## src/rtl/shape_cmd_fifo.sv

```systemverilog
// FWFT command FIFO behind the UART programming receiver; strobe-to-valid latency 1 cycle. Optional shape range check: SHAPE_CMD_RANGE_CHECK_EN.
// Backpressure: cmd_ready stalls the head; strobes that arrive while full (no pop) are dropped and set sticky overflow.
module shape_cmd_fifo #(
  parameter int DEPTH      = 16,
  parameter int PTR_W      = 4,
  parameter int NUM_SHAPES = 64
) (
  input  logic             clk,
  input  logic             rst_n,
  input  logic             program_in,
  input  logic [11:0]      shape_addr_in,
  input  logic [11:0]      reg_addr_in,
  input  logic [11:0]      data_in,
  output logic             cmd_valid,
  input  logic             cmd_ready,
  output logic [11:0]      cmd_shape_addr,
  output logic [11:0]      cmd_reg_addr,
  output logic [11:0]      cmd_data,
  output logic [PTR_W:0]   count,
  output logic             overflow,
  input  logic             clear_overflow,
  output logic             range_err
);

  typedef struct packed {
    logic [11:0] data;
    logic [11:0] reg_addr;
    logic [11:0] shape_addr;
  } cmd_t;

  localparam logic [PTR_W:0]   FULL_CNT  = (PTR_W+1)'(DEPTH);
  localparam logic [PTR_W:0]   CNT_ONE   = 1;
  localparam logic [PTR_W-1:0] PTR_ONE   = 1;
  localparam logic [12:0]      SHAPE_LIM = 13'(NUM_SHAPES);

  cmd_t             mem [DEPTH];
  cmd_t             wr_dat;
  cmd_t             head;
  logic [PTR_W-1:0] wr_ptr;
  logic [PTR_W-1:0] rd_ptr;
  logic [PTR_W:0]   cnt_q;
  logic             ovf_q;
  logic             rerr_q;
  logic             full;
  logic             pop;
  logic             push;
  logic             drop_full;
  logic             in_range;
  logic             range_reject;

`ifdef SHAPE_CMD_RANGE_CHECK_EN
  assign in_range     = ({1'b0, shape_addr_in} < SHAPE_LIM);
  assign range_reject = program_in & ~in_range;
`else
  logic [12:0] shape_lim_unused;
  assign shape_lim_unused = SHAPE_LIM;
  assign in_range         = 1'b1;
  assign range_reject     = 1'b0;
`endif

  assign full      = (cnt_q == FULL_CNT);
  assign pop       = cmd_valid & cmd_ready;
  // A pop in the same cycle frees the slot, so a full FIFO still accepts.
  assign push      = program_in & in_range & (~full | pop);
  assign drop_full = program_in & in_range & full & ~pop;

  assign wr_dat.data       = data_in;
  assign wr_dat.reg_addr   = reg_addr_in;
  assign wr_dat.shape_addr = shape_addr_in;

  always_ff @(posedge clk) begin
    if (push) begin
      mem[wr_ptr] <= wr_dat;
    end
  end

  always_ff @(posedge clk or negedge rst_n) begin
    if (!rst_n) begin
      wr_ptr <= '0;
      rd_ptr <= '0;
      cnt_q  <= '0;
      ovf_q  <= 1'b0;
      rerr_q <= 1'b0;
    end else begin
      if (push) begin
        wr_ptr <= wr_ptr + PTR_ONE;
      end
      if (pop) begin
        rd_ptr <= rd_ptr + PTR_ONE;
      end
      case ({push, pop})
        2'b10:   cnt_q <= cnt_q + CNT_ONE;
        2'b01:   cnt_q <= cnt_q - CNT_ONE;
        default: cnt_q <= cnt_q;
      endcase
      if (drop_full) begin
        ovf_q <= 1'b1;
      end else if (clear_overflow) begin
        ovf_q <= 1'b0;
      end
      rerr_q <= range_reject;
    end
  end

  assign head           = mem[rd_ptr];
  assign cmd_valid      = (cnt_q != '0);
  assign cmd_shape_addr = head.shape_addr;
  assign cmd_reg_addr   = head.reg_addr;
  assign cmd_data       = head.data;
  assign count          = cnt_q;
  assign overflow       = ovf_q;
  assign range_err      = rerr_q;

endmodule

```

## config.mk

```make
export PLATFORM = sky130hd
export DESIGN_NAME = shape_cmd_fifo
export DESIGN_NICKNAME = d
export VERILOG_FILES = /design/src/rtl/shape_cmd_fifo.sv
export SDC_FILE = /design/constraint.sdc
export NUM_CORES = 1
export LEC_CHECK = 0
export CAP_MARGIN = 20
export CORE_MARGIN = 2
export CORE_UTILIZATION = 55
export CTS_BUF_LIST = sky130_fd_sc_hd__clkbuf_2
export CTS_CLUSTER_SIZE = 12
export DETAILED_ROUTE_END_ITERATION = 7
export GPL_TIMING_DRIVEN = 0
export HOLD_SLACK_MARGIN = 0.06
export PLACE_DENSITY_LB_ADDON = 0.08
export SLEW_MARGIN = 25
export SYNTH_ARGS = -nofsm -noshare
export SYNTH_HDL_FRONTEND = slang
export SYNTH_SLANG_ARGS = --single-unit
```

## constraint.sdc

```tcl
create_clock -name clk -period 4.9 [get_ports clk]
set_input_delay 0.735 -clock clk [delete_from_list [all_inputs] [get_ports clk]]
set_output_delay 0.735 -clock clk [all_outputs]
set_load 0.01 [all_outputs]
```

==> metrics.yaml, run 1 <==
synthesis:
  synth_register_bits: 590
  ys_dominant_reg_cell: "sky130_fd_sc_hd__edfxtp_1"
  synthXorXnorAreaFrac_pct: 0.3122
  synthDistinctLibCells: 43
  yosysWarningCount: 0
  fraction_of_the_yosys_area_taken_by_sequential_cells_pct: 78.64
  synth.mux.area_fraction_pct: 14.64
  synthesized_area_fraction_occupied_by_ao_oa_aoi_and_oai_cells_pct: 2.950
  synth_fa_ha_area_share_pct: 0.3903
  async_flop_share_pct: 2.373
  synthesis.area_per_instance_sq_um: 22.60
  synth.cell_area_sq_um: 22440
  number_of_enable_flip_flop_cells_after_synthesis: 576
  netlist_instances: 993
  synth_top_family_by_area: "multiplexers"
  fraction_of_the_mapped_netlist_area_in_simple_logic_gates_pct: 1.935
  postSynthNetCount: 1041
min_path:
  timing.hold.worst.class: "input pin to flop"
  whs_endpoint: "overflow"
  timing.hold.worst_path_depth: 2
  timing.hold.worst.start: "clear_overflow"
cts:
  cts_made_buffers: 147
  cts.htree.levels: 4
  cts_tree: "done"
  clkLatencyLatePin_ns: 1.07
  cts.reportedPaths.clkPinSlew_ns: 0.10
  clock_root_cell: "sky130_fd_sc_hd__clkbuf_2"
  cts.sinks: 590
  clockBufferDepth: 3
routing:
  routed-wl-met3_um: 3835
  met1_routed_length_um: 20400
  drt_pass1_iterations: 5
  vias: 11360
  met2_length_um: 23470
  drt_iter0_markers: 1032
  wl_per_cell_um: 25.59
  ant_nets: 0
  via_per_inst: 5.999
  highest-signal-layer: "met5"
  postRouteWirelength_um: 48460
  drcViolationCount: 0
timing:
  max_slew_margin_pct: 32.75
  finalCritPeriodShare_pct: 96.29
  clock_skews_ns: 0.07496
  slew_violations: 0
  rsz0062_at_grt: "true"
  setup_viol_count_final: 0
  fmax_mhz: 211.9
  timing_hold_violations_final: 0
  fin_worst_hold_slack_ns: 0.2580
  tightestPinTransition_ns: 1.009
  final.min_clock_period_ns: 4.718
  finalWorstSetupSlack_ns: 0.1815
grt:
  globalRouteOverflowTotal: 0
  grt_usage_pct: 24.08
  grt_antenna_before_repair: 2
  maximum_number_of_pins_on_one_net_before_global_route_repair: 19
  grt_pass1_wl_um: 72740
  grt_pass1_vias: 12020
run:
  drv_cap: 0
power:
  power.density_nw_per_um2: 547.8
  worst_ir_drop_vdd_mv: 0.3092
  p_leak_uw: 0.008636
  report.power.total_uw: 14290
cells_and_area:
  areaGrowthSynthToFinish_pct: 16.24
  final_common_cell: "sky130_fd_sc_hd__edfxtp_1"
  fraction_of_layout_cells_with_a_size_suffix_above_1_pct: 33.55
  nNetsFinal: 1321
  most-common-layout-cells: "576 x sky130_fd_sc_hd__edfxtp_1, 213 x sky130_fd_sc_hd__clkbuf_2, 144 x sky130_fd_sc_hd__mux4_2, 82 x sky130_fd_sc_hd__clkdlybuf4s50_1, 72 x sky130_fd_sc_hd__a22oi_1"
worst_setup_path:
  worst-setup-path-type: "flop to output port"
  crit_path_start_kind: "flop"
  critPathRequiredTime_ns: 4.16
  r2r_cells: 9
  path_max_fanout: 10
  worst_r2r_endpoint: "mem[1][19]"
  crit_arrival_ns: 3.98
  rrSetupSlack_ns: 1.77
  regToRegStartpoint: "count[2]"
  end_kind: "output port"
floorplan:
  floorplan.initialDensity_pct: 56.09
  die_y_um: 206.0
  area_of_the_placeable_core_sq_um: 40010
  num_rows: 73
  io-pin-count: 85
  die_area_sq_um: 42430
  die_w_um: 206.0
placed_design:
  io_buffer_count: 82
  finalWeightedCongestion: 0.7448
  place_hpwl_um: 30890
  placement.setup.worst_slack_ns: 1.165
run_status:
  status: "finished, final reports clean"
==> state kept, by name, summed over array words and instances, names as in the netlist <==
name and count:
mem 576, count 5, rd_ptr 4, wr_ptr 4
overflow 1
==> Yosys cell counts (2+ instances only) <==
library cell	number	share of area, %
sky130_fd_sc_hd__edfxtp_1	576	77
sky130_fd_sc_hd__mux4_2	144	14
sky130_fd_sc_hd__a22oi_1	72	2.4
sky130_fd_sc_hd__nand2_1	46	0.77
sky130_fd_sc_hd__clkbuf_1	30	0.50
sky130_fd_sc_hd__buf_2	15	0.33
sky130_fd_sc_hd__dfrtp_1	14	1.6
sky130_fd_sc_hd__nor2_1	14	0.23
sky130_fd_sc_hd__nor3_1	11	0.25
sky130_fd_sc_hd__buf_1	7	0.12
sky130_fd_sc_hd__ha_1	7	0.39
sky130_fd_sc_hd__xnor2_1	6	0.23
sky130_fd_sc_hd__inv_1	5	0.084
sky130_fd_sc_hd__nand3_1	4	0.089
sky130_fd_sc_hd__nor2b_1	4	0.11
sky130_fd_sc_hd__nand2b_1	3	0.084
sky130_fd_sc_hd__o21ai_0	3	0.067
sky130_fd_sc_hd__or4_1	3	0.10
sky130_fd_sc_hd__a211o_2	2	0.089
sky130_fd_sc_hd__mux2_4	2	0.13
sky130_fd_sc_hd__o21ai_1	2	0.045
sky130_fd_sc_hd__xor2_1	2	0.078
==> per-layer routing <==
metal | vias up | global-route usage, %
met4 | 2 | 6.786
li1 | 4871 | -
met3 | 68 | 6.339
met2 | 493 | 37.18
met1 | 5928 | 34.59
met5 | - | 0
==> power by group <==
part	internal (uW)	switching (uW)	total (uW)
registers	6070	142	6210
logic	2330	2660	5000
clock network	1220	1860	3080
total	9620	4660	14300
==> kinds of logic (layout without fill, tap and decap cells) <==
group / Yosys count / count (layout)
xor+xnor: 8 / 8
flops: 590 / 590
other cells: 1 / 2
buf+inv: 59 / 434
compound gates: 89 / 89
fa+ha+maj: 7 / 7
mux: 147 / 147
simple gates: 92 / 92
==> layout make-up <==
type                    instances  area (sq um)
diodes                          1         2.502
repair buffers                131          1628
multi-input cells             344          4654
clock buffers                 205          1026
well taps                     525         656.9
plain buffers                  54         242.7
flip-flops and latches        590         17650
inverters                       5         18.77
clock inverters                39         207.7
fillers                      2766         13920
==> critical path, cell delays in order, from the launching register on <==
cell	delay, ns
sky130_fd_sc_hd__dfrtp_1	0.41
sky130_fd_sc_hd__clkbuf_1	0.58
sky130_fd_sc_hd__buf_1	0.66
sky130_fd_sc_hd__mux4_2	0.43
sky130_fd_sc_hd__a22oi_1	0.24
sky130_fd_sc_hd__nand2_1	0.14
sky130_fd_sc_hd__clkdlybuf4s50_1	0.50
==> what timing repair did <==
action / CTS / global route
buffers inserted: 0 / 0
setup endpoints to repair: 0 / 17
resized for setup: 0 / 19
hold endpoints to repair: 15 / 0
hold buffers: 2 / 0
==> worst max path at each step <==
stage                from          endpoint  slack, ns
2_1_floorplan   cmd_ready         mem[3][0]       0.42
3_3_place_gp   program_in        mem[0][18]      -3.00
3_5_place_dp   program_in        mem[1][18]       1.16
4_1_cts         rd_ptr[1]  cmd_reg_addr[11]       0.03
5_1_grt         rd_ptr[1]       cmd_data[1]      -0.03
6_report        rd_ptr[1]      cmd_data[10]       0.18
==> metrics by stage <==
| step | std cells | setup TNS (ns) | utilization [%] | instance area [sq um] |
|---|---|---|---|---|
| finish | 1894 | 0 | 65.20 | 26080 |
| global route | 1894 | -0.1313 | 65.20 | 26080 |
| CTS | 1893 | 0 | 65.16 | 26070 |
| detailed placement | 1647 | 0 | 62.03 | 24820 |
| global placement | 1600 | -743.51 | 59.79 | 23920 |
| floorplan | 993 | 0 | - | 22440 |
Note: power is estimated with default switching activity, not from simulation.
==> inputs of run 2 (changes only) <==
--- a/config.mk
+++ b/config.mk
@@ -6,6 +6,7 @@
 export NUM_CORES = 1
 export LEC_CHECK = 0
 export CAP_MARGIN = 20
+export CORE_ASPECT_RATIO = 0.6
 export CORE_MARGIN = 2
 export CORE_UTILIZATION = 55
 export CTS_BUF_LIST = sky130_fd_sc_hd__clkbuf_2
==> run 2 against run 1 <==
Setup slack improved by 0.039 ns. Sequential power about the same. Via count grew 0.79%. Design area shrank 0.30%. Cell count fell by 0.21%.
==> metrics.yaml, run 2 (same netlist as run 1, synthesis figures left out) <==
cts:
  cts_tree: "done"  # unchanged
  cts.sinks: 590  # unchanged
  clockBufferDepth: 3  # unchanged
  cts_made_buffers: 136  # was 147
  cts.repair_timing.setup_buffer_count: 0  # unchanged
  clock_root_cell: "sky130_fd_sc_hd__clkbuf_2"  # unchanged
  cts.htree.levels: 4  # unchanged
  cts.reportedPaths.clkPinSlew_ns: 0.10  # about the same
  clkLatencyLatePin_ns: 1.09  # was 1.07 ns
floorplan:
  io-pin-count: 85  # unchanged
  die_w_um: 264.8  # was 206.0 um
  num_rows: 57  # was 73
  area_of_the_placeable_core_sq_um: 40370  # was 40010 sq um
  die_area_sq_um: 42490  # was 42430 sq um
  floorplan.initialDensity_pct: 55.59  # was 56.09%
  die_y_um: 160.5  # was 206.0 um
worst_setup_path:
  path_max_fanout: 10  # unchanged
  crit_arrival_ns: 3.94  # was 3.98 ns
  regToRegStartpoint: "count[4]"  # was count[2]
  critPathRequiredTime_ns: 4.16  # about the same
  worst_setup_path_startpoint: "rd_ptr[2]"  # was rd_ptr[1]
  worst-setup-path-type: "flop to output port"  # unchanged
  end_kind: "output port"  # unchanged
  crit_path_start_kind: "flop"  # unchanged
cells_and_area:
  top_register: "mem"  # unchanged
  nNetsFinal: 1311  # was 1321
  largest_register_ffs: 576  # unchanged
  fraction_of_layout_cells_with_a_size_suffix_above_1_pct: 33.41  # was 33.55%
  most-common-layout-cells: "576 x sky130_fd_sc_hd__edfxtp_1, 201 x sky130_fd_sc_hd__clkbuf_2, 144 x sky130_fd_sc_hd__mux4_2, 82 x sky130_fd_sc_hd__clkdlybuf4s50_1, 72 x sky130_fd_sc_hd__a22oi_1"  # was 576 x sky130_fd_sc_hd__edfxtp_1, 213 x sky130_fd_sc_hd__clkbuf_2, 144 x sky130_fd_sc_hd__mux4_2, 82 x sky130_fd_sc_hd__clkdlybuf4s50_1, 72 x sky130_fd_sc_hd__a22oi_1
  areaGrowthSynthToFinish_pct: 15.88  # was 16.24%
  finalNonFillerCells: 1890  # was 1894
  final_common_cell: "sky130_fd_sc_hd__edfxtp_1"  # unchanged
  finish.instance_area_sq_um: 26000  # was 26080 sq um
grt:
  grt_pass1_vias: 11600  # was 12.02k
  maximum_number_of_pins_on_one_net_before_global_route_repair: 19  # unchanged
  grt_pass1_wl_um: 75250  # was 72740 um
  grt_usage_pct: 24.88  # was 24.08%
  globalRouteOverflowTotal: 0  # unchanged
  grt_antenna_before_repair: 2  # unchanged
placed_design:
  place_hpwl_um: 32140  # was 30890 um
  io_buffer_count: 82  # unchanged
  placement.setup.worst_slack_ns: 1.116  # was 1.165 ns
  cell_area_reported_after_detailed_placement_sq_um: 24810  # was 24820 sq um
  finalWeightedCongestion: 0.7346  # was 0.7448
  dpl.cell_count: 1654  # was 1647
routing:
  drt_pass1_iterations: 8  # was 5
  postRouteWirelength_um: 50680  # was 48460 um
  wl_per_cell_um: 26.81  # was 25.59 um
  drt_iter0_markers: 1315  # was 1032
  vias: 11450  # was 11.36k
  drcViolationCount: 0  # unchanged
  ant_nets: 0  # unchanged
  via_per_inst: 6.059  # was 5.999
run_status:
  status: "finished, final reports clean"  # unchanged
timing:
  final.min_clock_period_ns: 4.679  # was 4.718 ns
  clock_skews_ns: 0.08392  # was 0.07496 ns
  setup_viol_count_final: 0  # unchanged
  slew_violations: 0  # unchanged
  finalWorstSetupSlack_ns: 0.2210  # was 0.1815 ns
  tightestPinTransition_ns: 1.008  # was 1.009 ns
  timing_hold_violations_final: 0  # unchanged
  fmax_mhz: 213.7  # was 211.9 MHz
  finalCritPeriodShare_pct: 95.49  # was 96.29%
  fin_setup_tns_ns: 0  # unchanged
  max_slew_margin_pct: 32.78  # was 32.75%
  rsz0062_at_grt: "true"  # unchanged
power:
  report.power.total_uw: 14260  # was 14290 uW
  worst_ir_drop_vdd_mv: 0.3221  # was 0.3092 mV
  p_leak_uw: 0.008563  # was 0.008636 uW
  power.density_nw_per_um2: 548.2  # was 547.8 nW/um^2
min_path:
  timing.hold.worst.start: "clear_overflow"  # unchanged
  timing.hold.worst.class: "input pin to flop"  # unchanged
run:
  drv_cap: 0  # unchanged
-- run 2: changes by cell type in the layout (fill, tap and decap cells not counted), moves of 3 or more --
cell                         before  now
sky130_fd_sc_hd__clkinv_2         1    4
sky130_fd_sc_hd__buf_16          19   13
sky130_fd_sc_hd__clkbuf_2       213  201
sky130_fd_sc_hd__clkinv_1        28   19
sky130_fd_sc_hd__clkinvlp_4       2    6
sky130_fd_sc_hd__buf_8            4    0
sky130_fd_sc_hd__buf_12           1   11
-- run 2: layout make-up --
type / count / area, sq um
timing repair buffer: 132 / 1610
tap: 531 / 664.4
multi-input combinational: 344 / 4652
fill: 2809 / 14360
antenna: 3 / 7.507
clock buffer: 195 / 975.9
sequential: 590 / 17650
buffer: 54 / 240.2
clock inverter: 36 / 188.9
inverter: 5 / 18.77
-- run 2: metrics by stage --
stage / util [%] / hold slack [ns]
after floorplan: - / 0.4394
after global placement: 59.27 / 0.5093
after detailed placement: 61.45 / 0.5182
after CTS: 64.39 / 0.1126
after global routing: 64.42 / 0.1052
final: 64.42 / 0.2370
-- run 2: repair_timing --
item	4_1_cts	5_1_grt
setup endpoints to repair	0	13
hold buffers	2	0
resized for setup	0	14
endpoints found under the hold margin	16	0
-- run 2: path summary, 6_finish.rpt --
check / end / slack [ns] / depth (start not counted)
max: cmd_data[1] / 0.22 / 6
min: overflow / 0.24 / 2
max reg2reg: mem[1][15] / 1.80 / 8
min reg2reg: rd_ptr[3] / 0.53 / 1
max in group asynchronous: count[3] / 3.78 / 2
min in group asynchronous: wr_ptr[2] / 0.63 / 2
-- run 2: power by group --
part / total [uW] / switching, uW / internal (uW)
Combinational: 5030 / 2700 / 2330
Clock: 3010 / 1890 / 1120
Sequential: 6210 / 143 / 6070
Total: 14300 / 4740 / 9520
-- run 2: worst max-delay path: stages, from the launching register on --
cell and delay [ns]:
sky130_fd_sc_hd__dfrtp_1 0.45, sky130_fd_sc_hd__nor2b_1 0.13, sky130_fd_sc_hd__clkbuf_1 0.56, sky130_fd_sc_hd__clkbuf_1 0.82, sky130_fd_sc_hd__a22oi_1 0.23, sky130_fd_sc_hd__nand2_1 0.16
sky130_fd_sc_hd__clkdlybuf4s50_1 0.57
-- run 2: layer usage --
metal,part of all wire [%],track usage [%]
met5,0,0
met4,1.4,5.958
met3,8.6,6.532
met2,45,36.03
met1,45,38.57
